File: src/rtl/mx_int8_pkg.sv
// Shared FP32 field layout, MXINT8 constants and controller state type.
// Used by mx_int8_block_enc_ctrl and mx_int8_elem_quant.
package mx_int8_pkg;

  localparam int FP_W     = 32;
  localparam int EXP_W    = 8;
  localparam int MAN_W    = 23;
  localparam int SIGN_BIT = 31;
  localparam int EXP_MSB  = 30;
  localparam int EXP_LSB  = 23;
  localparam int MAN_MSB  = 22;

  localparam int ELEM_W_DEF  = 8;
  localparam int SCALE_W_DEF = 8;

  localparam logic [7:0] NAN_SCALE   = 8'hFF;
  localparam logic [7:0] EXP_SPECIAL = 8'hFF;
  localparam int         ELEM_MAX    = 127;

  typedef enum logic [1:0] {
    IDLE,
    COLLECT,
    QUANT,
    OUT
  } state_t;

  // Subnormals share the exponent of the smallest normal.
  function automatic logic [EXP_W-1:0] eff_exp(input logic [EXP_W-1:0] e);
    return (e == '0) ? 8'd1 : e;
  endfunction

endpackage

File: src/rtl/mx_int8_elem_quant.sv
// Combinational FP32 -> MXINT8 element quantizer against a shared exponent.
// Round-to-nearest-even, clamps to +/-ELEM_MAX and flags saturation.
module mx_int8_elem_quant
  import mx_int8_pkg::*;
#(
  parameter int ELEM_W = ELEM_W_DEF
) (
  input  logic [FP_W-1:0]   i_float32,
  input  logic [EXP_W-1:0]  i_shared_exp,
  output logic [ELEM_W-1:0] o_elem,
  output logic              o_sat
);

  localparam int          BASE_SH = MAN_W - (ELEM_W - 2);
  localparam logic [23:0] MAXV    = 24'((1 << (ELEM_W - 1)) - 1);

  logic [EXP_W-1:0]  e_eff;
  logic [23:0]       sig;
  logic [8:0]        d;
  logic [9:0]        sh;
  logic [47:0]       ext;
  logic [23:0]       kept;
  logic [23:0]       rnd;
  logic              guard;
  logic              sticky;
  logic              up;
  logic [ELEM_W-1:0] mag;

  always_comb begin
    e_eff  = eff_exp(i_float32[EXP_MSB:EXP_LSB]);
    sig    = {|i_float32[EXP_MSB:EXP_LSB], i_float32[MAN_MSB:0]};
    d      = {1'b0, i_shared_exp} - {1'b0, e_eff};
    sh     = 10'(BASE_SH) + {1'b0, d};
    ext    = '0;
    // Low half of ext holds the dropped bits for guard/sticky.
    if (sh < 10'd25) ext = {sig, 24'b0} >> sh;
    kept   = ext[47:24];
    guard  = ext[23];
    sticky = |ext[22:0];
    up     = guard & (sticky | kept[0]);
    rnd    = kept + {23'b0, up};
    o_sat  = (rnd > MAXV);
    mag    = o_sat ? MAXV[ELEM_W-1:0] : rnd[ELEM_W-1:0];
    o_elem = i_float32[SIGN_BIT] ? -mag : mag;
  end

endmodule

File: src/rtl/mx_int8_block_enc_ctrl.sv
// FP32 stream -> one MXINT8 block: collect, quantize, present on valid/ready.
// Optional perf counters under `define MX_INT8_BD_PERF_CNT_EN.
module mx_int8_block_enc_ctrl
  import mx_int8_pkg::*;
#(
  parameter int BLOCK_SIZE = 32,
  parameter int ELEM_W     = ELEM_W_DEF,
  parameter int SCALE_W    = SCALE_W_DEF
) (
  input  logic               i_clk,
  input  logic               i_rst_n,
  input  logic [FP_W-1:0]    i_float32,
  input  logic               i_valid,
  input  logic               i_last,
  output logic               o_ready,
  output logic [SCALE_W-1:0] o_scale,
  output logic [ELEM_W-1:0]  o_mxint8_elements [BLOCK_SIZE],
  output logic               o_valid,
  input  logic               i_ready,
  output logic               o_sat,
  output logic               o_busy
`ifdef MX_INT8_BD_PERF_CNT_EN
  ,
  output logic [31:0]        o_blk_cnt,
  output logic [31:0]        o_sat_cnt
`endif
);

  localparam int IDX_W = $clog2(BLOCK_SIZE);
  localparam logic [IDX_W-1:0] LAST_IDX = IDX_W'(BLOCK_SIZE - 1);

  state_t             state_q, state_d;
  logic [IDX_W-1:0]   idx_q, idx_d;
  logic [IDX_W-1:0]   q_q, q_d;
  logic [EXP_W-1:0]   maxexp_q, maxexp_d;
  logic               nan_q, nan_d;
  logic               sat_q, sat_d;
  logic               ready_q, ready_d;
  logic               valid_q, valid_d;
  logic               busy_q, busy_d;
  logic [SCALE_W-1:0] scale_q, scale_d;
  logic [FP_W-1:0]    data_q [BLOCK_SIZE];
  logic [FP_W-1:0]    data_d [BLOCK_SIZE];
  logic [ELEM_W-1:0]  elems_q [BLOCK_SIZE];
  logic [ELEM_W-1:0]  elems_d [BLOCK_SIZE];
`ifdef MX_INT8_BD_PERF_CNT_EN
  logic [31:0]        blk_cnt_q, blk_cnt_d;
  logic [31:0]        sat_cnt_q, sat_cnt_d;
`endif

  logic [ELEM_W-1:0]  q_elem;
  logic               q_sat;
  logic [EXP_W-1:0]   in_exp;
  logic [EXP_W-1:0]   in_eff;

  mx_int8_elem_quant #(
    .ELEM_W (ELEM_W)
  ) u_quant (
    .i_float32    (data_q[q_q]),
    .i_shared_exp (maxexp_q),
    .o_elem       (q_elem),
    .o_sat        (q_sat)
  );

  assign in_exp = i_float32[EXP_MSB:EXP_LSB];
  assign in_eff = eff_exp(in_exp);

  always_comb begin
    state_d  = state_q;
    idx_d    = idx_q;
    q_d      = q_q;
    maxexp_d = maxexp_q;
    nan_d    = nan_q;
    sat_d    = sat_q;
    ready_d  = ready_q;
    valid_d  = valid_q;
    scale_d  = scale_q;
    data_d   = data_q;
    elems_d  = elems_q;
`ifdef MX_INT8_BD_PERF_CNT_EN
    blk_cnt_d = blk_cnt_q;
    sat_cnt_d = sat_cnt_q;
`endif
    unique case (state_q)
      IDLE: begin
        for (int i = 0; i < BLOCK_SIZE; i++) data_d[i] = '0;
        maxexp_d = '0;
        nan_d    = 1'b0;
        sat_d    = 1'b0;
        idx_d    = '0;
        q_d      = '0;
        ready_d  = 1'b1;
        state_d  = COLLECT;
      end
      COLLECT: begin
        if (i_valid && ready_q) begin
          data_d[idx_q] = i_float32;
          idx_d = idx_q + 1'b1;
          // Inf/NaN never contributes to the shared exponent.
          if (in_exp == EXP_SPECIAL) nan_d = 1'b1;
          else if (in_eff > maxexp_q) maxexp_d = in_eff;
          if (idx_q == LAST_IDX || i_last) begin
            ready_d = 1'b0;
            state_d = QUANT;
          end
        end
      end
      QUANT: begin
        elems_d[q_q] = nan_q ? '0 : q_elem;
        if (!nan_q && q_sat) begin
          sat_d = 1'b1;
`ifdef MX_INT8_BD_PERF_CNT_EN
          sat_cnt_d = sat_cnt_q + 32'd1;
`endif
        end
        q_d = q_q + 1'b1;
        if (q_q == LAST_IDX) begin
          scale_d = nan_q ? SCALE_W'(NAN_SCALE) : SCALE_W'(maxexp_q);
          valid_d = 1'b1;
          state_d = OUT;
        end
      end
      OUT: begin
        if (i_ready) begin
          valid_d = 1'b0;
          state_d = IDLE;
`ifdef MX_INT8_BD_PERF_CNT_EN
          blk_cnt_d = blk_cnt_q + 32'd1;
`endif
        end
      end
    endcase
    busy_d = (state_d != IDLE);
  end

  always_ff @(posedge i_clk) begin
    if (!i_rst_n) begin
      state_q  <= IDLE;
      idx_q    <= '0;
      q_q      <= '0;
      maxexp_q <= '0;
      nan_q    <= 1'b0;
      sat_q    <= 1'b0;
      ready_q  <= 1'b0;
      valid_q  <= 1'b0;
      busy_q   <= 1'b0;
      scale_q  <= '0;
      for (int i = 0; i < BLOCK_SIZE; i++) begin
        data_q[i]  <= '0;
        elems_q[i] <= '0;
      end
`ifdef MX_INT8_BD_PERF_CNT_EN
      blk_cnt_q <= '0;
      sat_cnt_q <= '0;
`endif
    end else begin
      state_q  <= state_d;
      idx_q    <= idx_d;
      q_q      <= q_d;
      maxexp_q <= maxexp_d;
      nan_q    <= nan_d;
      sat_q    <= sat_d;
      ready_q  <= ready_d;
      valid_q  <= valid_d;
      busy_q   <= busy_d;
      scale_q  <= scale_d;
      data_q   <= data_d;
      elems_q  <= elems_d;
`ifdef MX_INT8_BD_PERF_CNT_EN
      blk_cnt_q <= blk_cnt_d;
      sat_cnt_q <= sat_cnt_d;
`endif
    end
  end

  assign o_ready           = ready_q;
  assign o_valid           = valid_q;
  assign o_busy            = busy_q;
  assign o_scale           = scale_q;
  assign o_sat             = sat_q;
  assign o_mxint8_elements = elems_q;
`ifdef MX_INT8_BD_PERF_CNT_EN
  assign o_blk_cnt = blk_cnt_q;
  assign o_sat_cnt = sat_cnt_q;
`endif

endmodule
File: config.mk
export PLATFORM = sky130hd
export DESIGN_NAME = mx_int8_block_enc_ctrl
export DESIGN_NICKNAME = d
export VERILOG_FILES = /design/src/rtl/mx_int8_pkg.sv /design/src/rtl/mx_int8_elem_quant.sv /design/src/rtl/mx_int8_block_enc_ctrl.sv
export SDC_FILE = /design/constraint.sdc
export NUM_CORES = 2
export LEC_CHECK = 0
export CAP_MARGIN = 20
export CORE_ASPECT_RATIO = 1.4
export CORE_MARGIN = 2
export CORE_UTILIZATION = 60
export CTS_CLUSTER_SIZE = 16
export DETAILED_ROUTE_END_ITERATION = 7
export PLACE_DENSITY = 0.82
export RECOVER_POWER = 25
export SLEW_MARGIN = 25
export SYNTH_ARGS = -nofsm -noshare
export SYNTH_HDL_FRONTEND = slang
export SYNTH_SLANG_ARGS = --single-unit
export TNS_END_PERCENT = 20
File: constraint.sdc
create_clock -name i_clk -period 10.4 [get_ports i_clk]
set_clock_uncertainty 0.2 [all_clocks]
set_input_delay 2.08 -clock i_clk [delete_from_list [all_inputs] [get_ports i_clk]]
set_output_delay 2.08 -clock i_clk [all_outputs]
set_load 0.02 [all_outputs]
Yosys cells after proc, flatten, opt, wreduce, memory -nomap -nowiden
Cells that the tools add are included.
{"block": "word_totals", "reg_bits": 1313, "output_inout_bits": 268, "wordCells": 169}
{"block": "classes", "n_addsub": 6, "order_cmp": 7, "n_eq_ne": 14, "shifts": 1, "muxes": 41, "n_bitwise": 4, "reduce_logical": 22}
{"cell": "$pmux 1024 s2", "count": 1}
{"cell": "$bwmux 1024", "count": 1}
{"cell": "$mux 1024", "count": 1}
{"cell": "$bwmux 256", "count": 1}
{"cell": "$bmux 32 s5", "count": 1}
{"cell": "$demux 32 s5", "count": 1}
{"cell": "$mux 32", "count": 3}
{"cell": "$mux 8", "count": 10}
{"cell": "$mux 48", "count": 1}
{"cell": "$shr 48x10->48", "count": 1}
{"cell": "$demux 8 s5", "count": 1}
{"cell": "$add 24x1->24", "count": 1}
{"cell": "$gt 24x7->1 const B", "count": 1}
{"cell": "$reduce_or 23->1", "count": 1}
{"cell": "$pmux 5 s2", "count": 2}
{"cell": "$logic_not 8->1", "count": 2}
{"cell": "$ne 2x2->1 const B", "count": 8}
{"cell": "$pmux 8 s2", "count": 1}
{"cell": "$ge 6x6->1 const B", "count": 2}
{"cell": "$lt 6x1->1 const B", "count": 2}
{"cell": "$not 5->6", "count": 2}
{"cell": "$add 5x1->5 const B", "count": 2}
{"cell": "$add 5x9->10 const A", "count": 1}
{"cell": "$eq 5x5->1 const B", "count": 2}
{"cell": "23 further kinds", "count": 46}

Depth between registers and ports, before layout
{"block": "depth", "word_depth": 20, "depth_mapped": 37}

By module
Synthesis repeated with hierarchy kept, for this count alone.
{"block": "hier_totals", "hier_cells": 5885, "hier_area_um2": 56460.4}
{"module": "mx_int8_block_enc_ctrl", "n_inst": 1, "cells_each": 5579, "area_per_inst_um2": 54098.1, "seq_area_each_um2": 26285.2}
{"module": "mx_int8_elem_quant", "n_inst": 1, "cells_each": 306, "area_per_inst_um2": 2362.3, "seq_area_each_um2": 0.0}

Worst setup path after synthesis
OpenSTA, ideal clock, no wires.
{"block": "synth_path", "kind": "register to register", "startpoint": "reg q_q[1]", "endpoint": "reg elems_q (netlist bit o_mxint8_elements[100])", "setup_time_ns": 0.130, "arrival_time_ns": 7.211, "required_time_ns": 10.070, "path_slack_ns": 2.859, "stages_incl_launch_ff": 36, "path_buffers": 8, "period_less_slack_ns": 7.541, "cell_sequence": "dfxtp_1 -> buf_6 -> buf_6 -> buf_6 -> mux2_2 -> a22oi_1 -> nand4_1 -> nor4_1 -> and3_1 -> buf_2 -> nand2_1 -> o211ai_1 -> ha_1 -> inv_1 -> fa_1 -> a21o_1 -> a221oi_1 -> mux2_2 -> nor4bb_1 -> buf_2 -> nand2_1 -> clkbuf_1 -> o22ai_1 -> o41a_1 -> a2bb2oi_1 -> nor4b_2 -> a31oi_4 -> nor2_2 -> buf_6 -> ha_1 -> inv_1 -> o41a_1 -> xnor2_1 -> nand2_1 -> clkbuf_1 -> o21ai_0"}
{"block": "synth_via", "elab_chain_cells": 20, "elab_cells_between_ends": 27}
{"element": "start: declaration", "line_no": "mx_int8_block_enc_ctrl.sv:34", "rtl": "logic [IDX_W-1:0] q_q, q_d;"}
{"element": "start signal: assignment", "line_no": "mx_int8_block_enc_ctrl.sv:159", "rtl": "q_q <= q_d;"}
{"element": "$not 5->6 *", "line_no": "mx_int8_block_enc_ctrl.sv:59, mx_int8_block_enc_ctrl.sv:109"}
{"element": "$bmux 32 s5", "line_no": "mx_int8_block_enc_ctrl.sv:59", "rtl": ".i_float32 (data_q[q_q]),"}
{"element": "$mux 32 (implied by the code) (2 in series)", "line_no": "mx_int8_block_enc_ctrl.sv:59"}
{"element": "$logic_not 8->1", "line_no": "mx_int8_pkg.sv:29", "rtl": "return (e == '0) ? 8'd1 : e;"}
{"element": "$mux 8", "line_no": "mx_int8_pkg.sv:29"}
{"element": "$sub 8x8->9", "line_no": "mx_int8_elem_quant.sv:32", "rtl": "d = {1'b0, i_shared_exp} - {1'b0, e_eff};"}
{"element": "$add 5x9->10", "line_no": "mx_int8_elem_quant.sv:33", "rtl": "sh = 10'(BASE_SH) + {1'b0, d};"}
{"element": "$shr 48x10->48 / $lt 10x5->1 (equally long branches)", "line_no": "mx_int8_elem_quant.sv:36", "rtl": "if (sh < 10'd25) ext = {sig, 24'b0} >> sh;"}
{"element": "[3 not listed]"}
{"element": "$and 1x1->1", "line_no": "mx_int8_elem_quant.sv:40", "rtl": "up = guard & (sticky | kept[0]);"}
{"element": "$add 24x1->24", "line_no": "mx_int8_elem_quant.sv:41", "rtl": "rnd = kept + {23'b0, up};"}
{"element": "$gt 24x7->1", "line_no": "mx_int8_elem_quant.sv:42", "rtl": "o_sat = (rnd > MAXV);"}
{"element": "$mux 8", "line_no": "mx_int8_elem_quant.sv:43", "rtl": "mag = o_sat ? MAXV[ELEM_W-1:0] : rnd[ELEM_W-1:0];"}
{"element": "$neg 8->8", "line_no": "mx_int8_elem_quant.sv:44", "rtl": "o_elem = i_float32[SIGN_BIT] ? -mag : mag;"}
{"element": "$mux 8", "line_no": "mx_int8_elem_quant.sv:44"}
{"element": "$mux 8", "line_no": "mx_int8_block_enc_ctrl.sv:109", "rtl": "elems_d[q_q] = nan_q ? '0 : q_elem;"}
{"element": "$bwmux 256 *", "line_no": "mx_int8_block_enc_ctrl.sv:109"}
{"element": "end signal: assignment", "line_no": "mx_int8_block_enc_ctrl.sv:168", "rtl": "elems_q <= elems_d;"}
{"element": "end: declaration", "line_no": "mx_int8_block_enc_ctrl.sv:44", "rtl": "logic [ELEM_W-1:0] elems_q [BLOCK_SIZE];"}
Every way passes the cells marked *; elsewhere a longest branch is shown, timed or not. The select of a mux whose other input is x is not followed.
A chain may end at the register's enable or synchronous reset.

Worst setup path after layout
{"block": "layout_path", "startpoint": "in i_rst_n", "endpoint": "reg data_q[611] (netlist name)"}
{"element": "start: declaration", "line_no": "mx_int8_block_enc_ctrl.sv:11", "rtl": "input logic i_rst_n,"}
{"element": "end signal: assignment", "line_no": "mx_int8_block_enc_ctrl.sv:167", "rtl": "data_q <= data_d;"}
{"element": "end: declaration", "line_no": "mx_int8_block_enc_ctrl.sv:42", "rtl": "logic [FP_W-1:0] data_q [BLOCK_SIZE];"}
No word-level cell between the ends.

==> metrics <==
Die Ht=374.4 µm; cell taking the most area after synthesis=dfxtp_1; DIE WIDTH=268.6 µm; Fill cells=7679; hold_ws=249.1 ps; simple logic cell fraction of the synthesized area=20.19%; Post-Layout Inst Area=65450 µm²; Worst R2R Setup Slack=810 ps; antenna violations before repair=2; clock power share=44.4%; Worst-Margin Slew=just over 4000 ps; TritonCTS clock tree=done; GRT overflow=0; Resized Gates After CTS=0; Worst-path clk slew=60 ps; Synth cell types=96; fmax=102.3 MHz; largest family of logic cells by synthesized area=simple AND/OR/NAND/NOR gates; CP Max Fanout=249; post-synthesis adder-cell area fraction=less than 1%; Setup TNS=0 ps; Crit-path slowest cell=inv_1; via/cell ratio=6.680; initial core utilization=60.66%; Max Cap Violations=3; Core ar.=a little under 100000 µm²; row cnt=135; Final Cycle Share=93.97%; Leakage=22.85 nW; crit-path cells=clkbuf_1 > inv_1 > clkbuf_4 > nor2_1; FFs w/ async S/R, synth=0%; global-route wire length before repair=304.2 mm; status=finished, violations left; combinational share of power=6.6%; Mapped Cells=7258; Post-synth EDFFs=0; Final min period=between 9000 and 10000 ps; CTS H-tree lvls=3; #FFs+latches synth=1313; drc violations=0; final antenna-violating net count=0; Sw Pwr=2.535 mW; type of the worst setup path=input pin to register; CP arrival=just over 10000 ps; Max IR drop VDD=152.0 µV; drt initial violations=7906; Pre-antenna DRT Iters=8; post-synthesis cell area=58810 µm²; I/O pins=between 300 and 400; setup bufs post-CTS=0; DR WL/cell=around 24 µm; Hold Crit Class=register to register; Compound-Gate Fraction of Synth Area=between 10% and 20%; Max stage delay on crit path=between 3000 and 4000 ps; Seq pwr share=49.0%; All-Layer GR Usage=about two fifths; clock sinks=1313; syn nets=~7300; via count=56000; Die ar.=100600 µm²; switch share=24.61%; CP Data Required Time=10840 ps; register area share after synthesis=44.69%; min setup slack post-route=around 630 ps; pwr/cell area=157.4 nW/µm²; Final setup viols=0; share of layout cells above drive strength 1=6.806%; Worst setup SP type=input pin; Synth Flop Type=dfxtp_1; pre-CTS setup slack=1174 ps; CTS Buffer Depth=3; synth top area cells=dfxtp_1 (45%), nor2_1 (14%), a31oi_1 (11%); mux cell area share after synthesis=9.442%; Final Max Slew Viols=between 400 and 500; largest net degree at the start of global routing=~260; failing checks=capacitance limit, slew limit; Area Growth Syn to Fin=11.28%; clock buffer count from CTS=approximately 120; vias in the first global route=51630; synth warn=0; HPWL after detailed placement=between 100 and 150 mm; number of port buffers=304; antenna diode count=0; Synth Area in XOR/XNOR=0.2787%; critical path capture point type=register; Final nets=7049; synthesized area per cell=~8 µm²; Hold Vio Cnt, Final=0; Area after DPL=between 60000 and 70000 µm²; cts hold-fix bufs=0; RSZ-0062 raised after global routing=false; top cell type's share of synthesized area=44.69%; routability-driven placement congestion ratio=0.9340; Worst slew margin=-169.2%; Internal Pwr Total=7.765 mW; Layout Utilization=67.50%; clk root buf=clkbuf_16; WL final=a little over 200 mm; clk_lat worst skew=770 ps
state kept, by name, summed over array words and instances, names as in the netlist:
signal             flops
idx_q                  5
o_ready                1
o_mxint8_elements    256
nan_q                  1
o_sat                  1
maxexp_q               8
data_q              1024
o_busy                 1
o_valid                1
state_q                2
q_q                    5
o_scale                8
power groups by stage:
stage               registers [mW]  logic (mW)  clock network, mW
floorplan                     5.15       0.475                  0
global placement              5.16       0.650                  0
detailed placement            5.16       0.650                  0
CTS                           5.04       0.651               4.55
global route                  5.04       0.719               4.76
finish                        5.04       0.683               4.57
per-stage QoR:
stage / total power, mW / cells
CTS: 10.25 / 8376
floorplan: 5.630 / 7258
global placement: 5.808 / 8158
detailed placement: 5.808 / 8158
finish: 10.30 / 8383
global route: 10.52 / 8383
layout make-up:
cell class | count | area, µm² | share of cell area [%]
multi-input cells | 5143 | 29580 | 45.20
inverters | 22 | 82.58 | 0.1262
flip-flops and latches | 1313 | 26300 | 40.18
clock inverters | 48 | 596.8 | 0.9119
clock buffers | 170 | 3420 | 5.225
well taps | 1301 | 1628 | 2.487
repair buffers | 386 | 3837 | 5.864
synth_stat cells, drive strengths merged, types with 38 or more instances:
library cell,count
a31oi,1029
nor2,2213
a22oi,201
mux2,38
mux4,52
o21ai,127
nor3,46
nand4,50
dfxtp,1313
o31ai,38
buf,107
mux2i,395
a21oi,176
nand3,120
nand2,302
clkbuf,673
and3,40
placed cells by master (no fill, tap or decap), types with 17 or more instances in the layout:
| master | n |
|---|---|
| and3_1 | 40 |
| clkbuf_8 | 25 |
| a211oi_1 | 22 |
| o21ai_1 | 71 |
| o31ai_1 | 27 |
| a21oi_1 | 175 |
| buf_4 | 65 |
| nand4_1 | 49 |
| inv_1 | 20 |
| ha_1 | 28 |
| dfxtp_1 | 1307 |
| a32o_1 | 34 |
| clkdlybuf4s50_1 | 35 |
| a31oi_1 | 1028 |
| nor3_1 | 43 |
| nor2_1 | 2209 |
| dlygate4sd3_1 | 268 |
| nand3_1 | 120 |
| nand2_2 | 34 |
| mux2_2 | 29 |
| clkbuf_16 | 119 |
| o22ai_1 | 17 |
| mux4_2 | 52 |
| mux2i_1 | 395 |
| or3_1 | 34 |
| o21ai_0 | 55 |
| clkinv_2 | 24 |
| nand2_1 | 243 |
| clkbuf_1 | 27 |
| a22oi_1 | 200 |
metal layers:
metal	up-vias	global-route usage, %	share of wire, %
met2	3707	59.85	44
met4	4	30.45	8.7
met1	26380	46.22	35
li1	24970	-	-
met3	945	9.103	12
met5	-	0	0.011
path summary, 6_finish.rpt:
kind,endpoint,depth (start not counted),startpoint
max,data_q[611]$_SDFFE_PN0P_,4,i_rst_n
min,o_mxint8_elements[0]$_SDFFE_PN0P_,2,o_mxint8_elements[0]$_SDFFE_PN0P_
max reg2reg,o_mxint8_elements[172]$_SDFFE_PN0P_,29,q_q[0]$_SDFFE_PN0P_
min reg2reg,o_mxint8_elements[0]$_SDFFE_PN0P_,2,o_mxint8_elements[0]$_SDFFE_PN0P_
cells by family after synthesis:
| logic type | count (synthesis) |
|---|---|
| DFF | 1313 |
| muxes | 485 |
| buffers and inverters | 802 |
| adders and majority gates | 29 |
| xor gates and xnor gates | 17 |
| AOI/OAI and AO/OA | 1709 |
| and+or+nand+nor | 2903 |
critical path, delay by kind of cell:
family | cells | cell delay [ps]
AND/OR/NAND/NOR | 1 | 500
buffers and inverters | 3 | 7240
No activity file was read; power rests on OpenSTA's default activity.
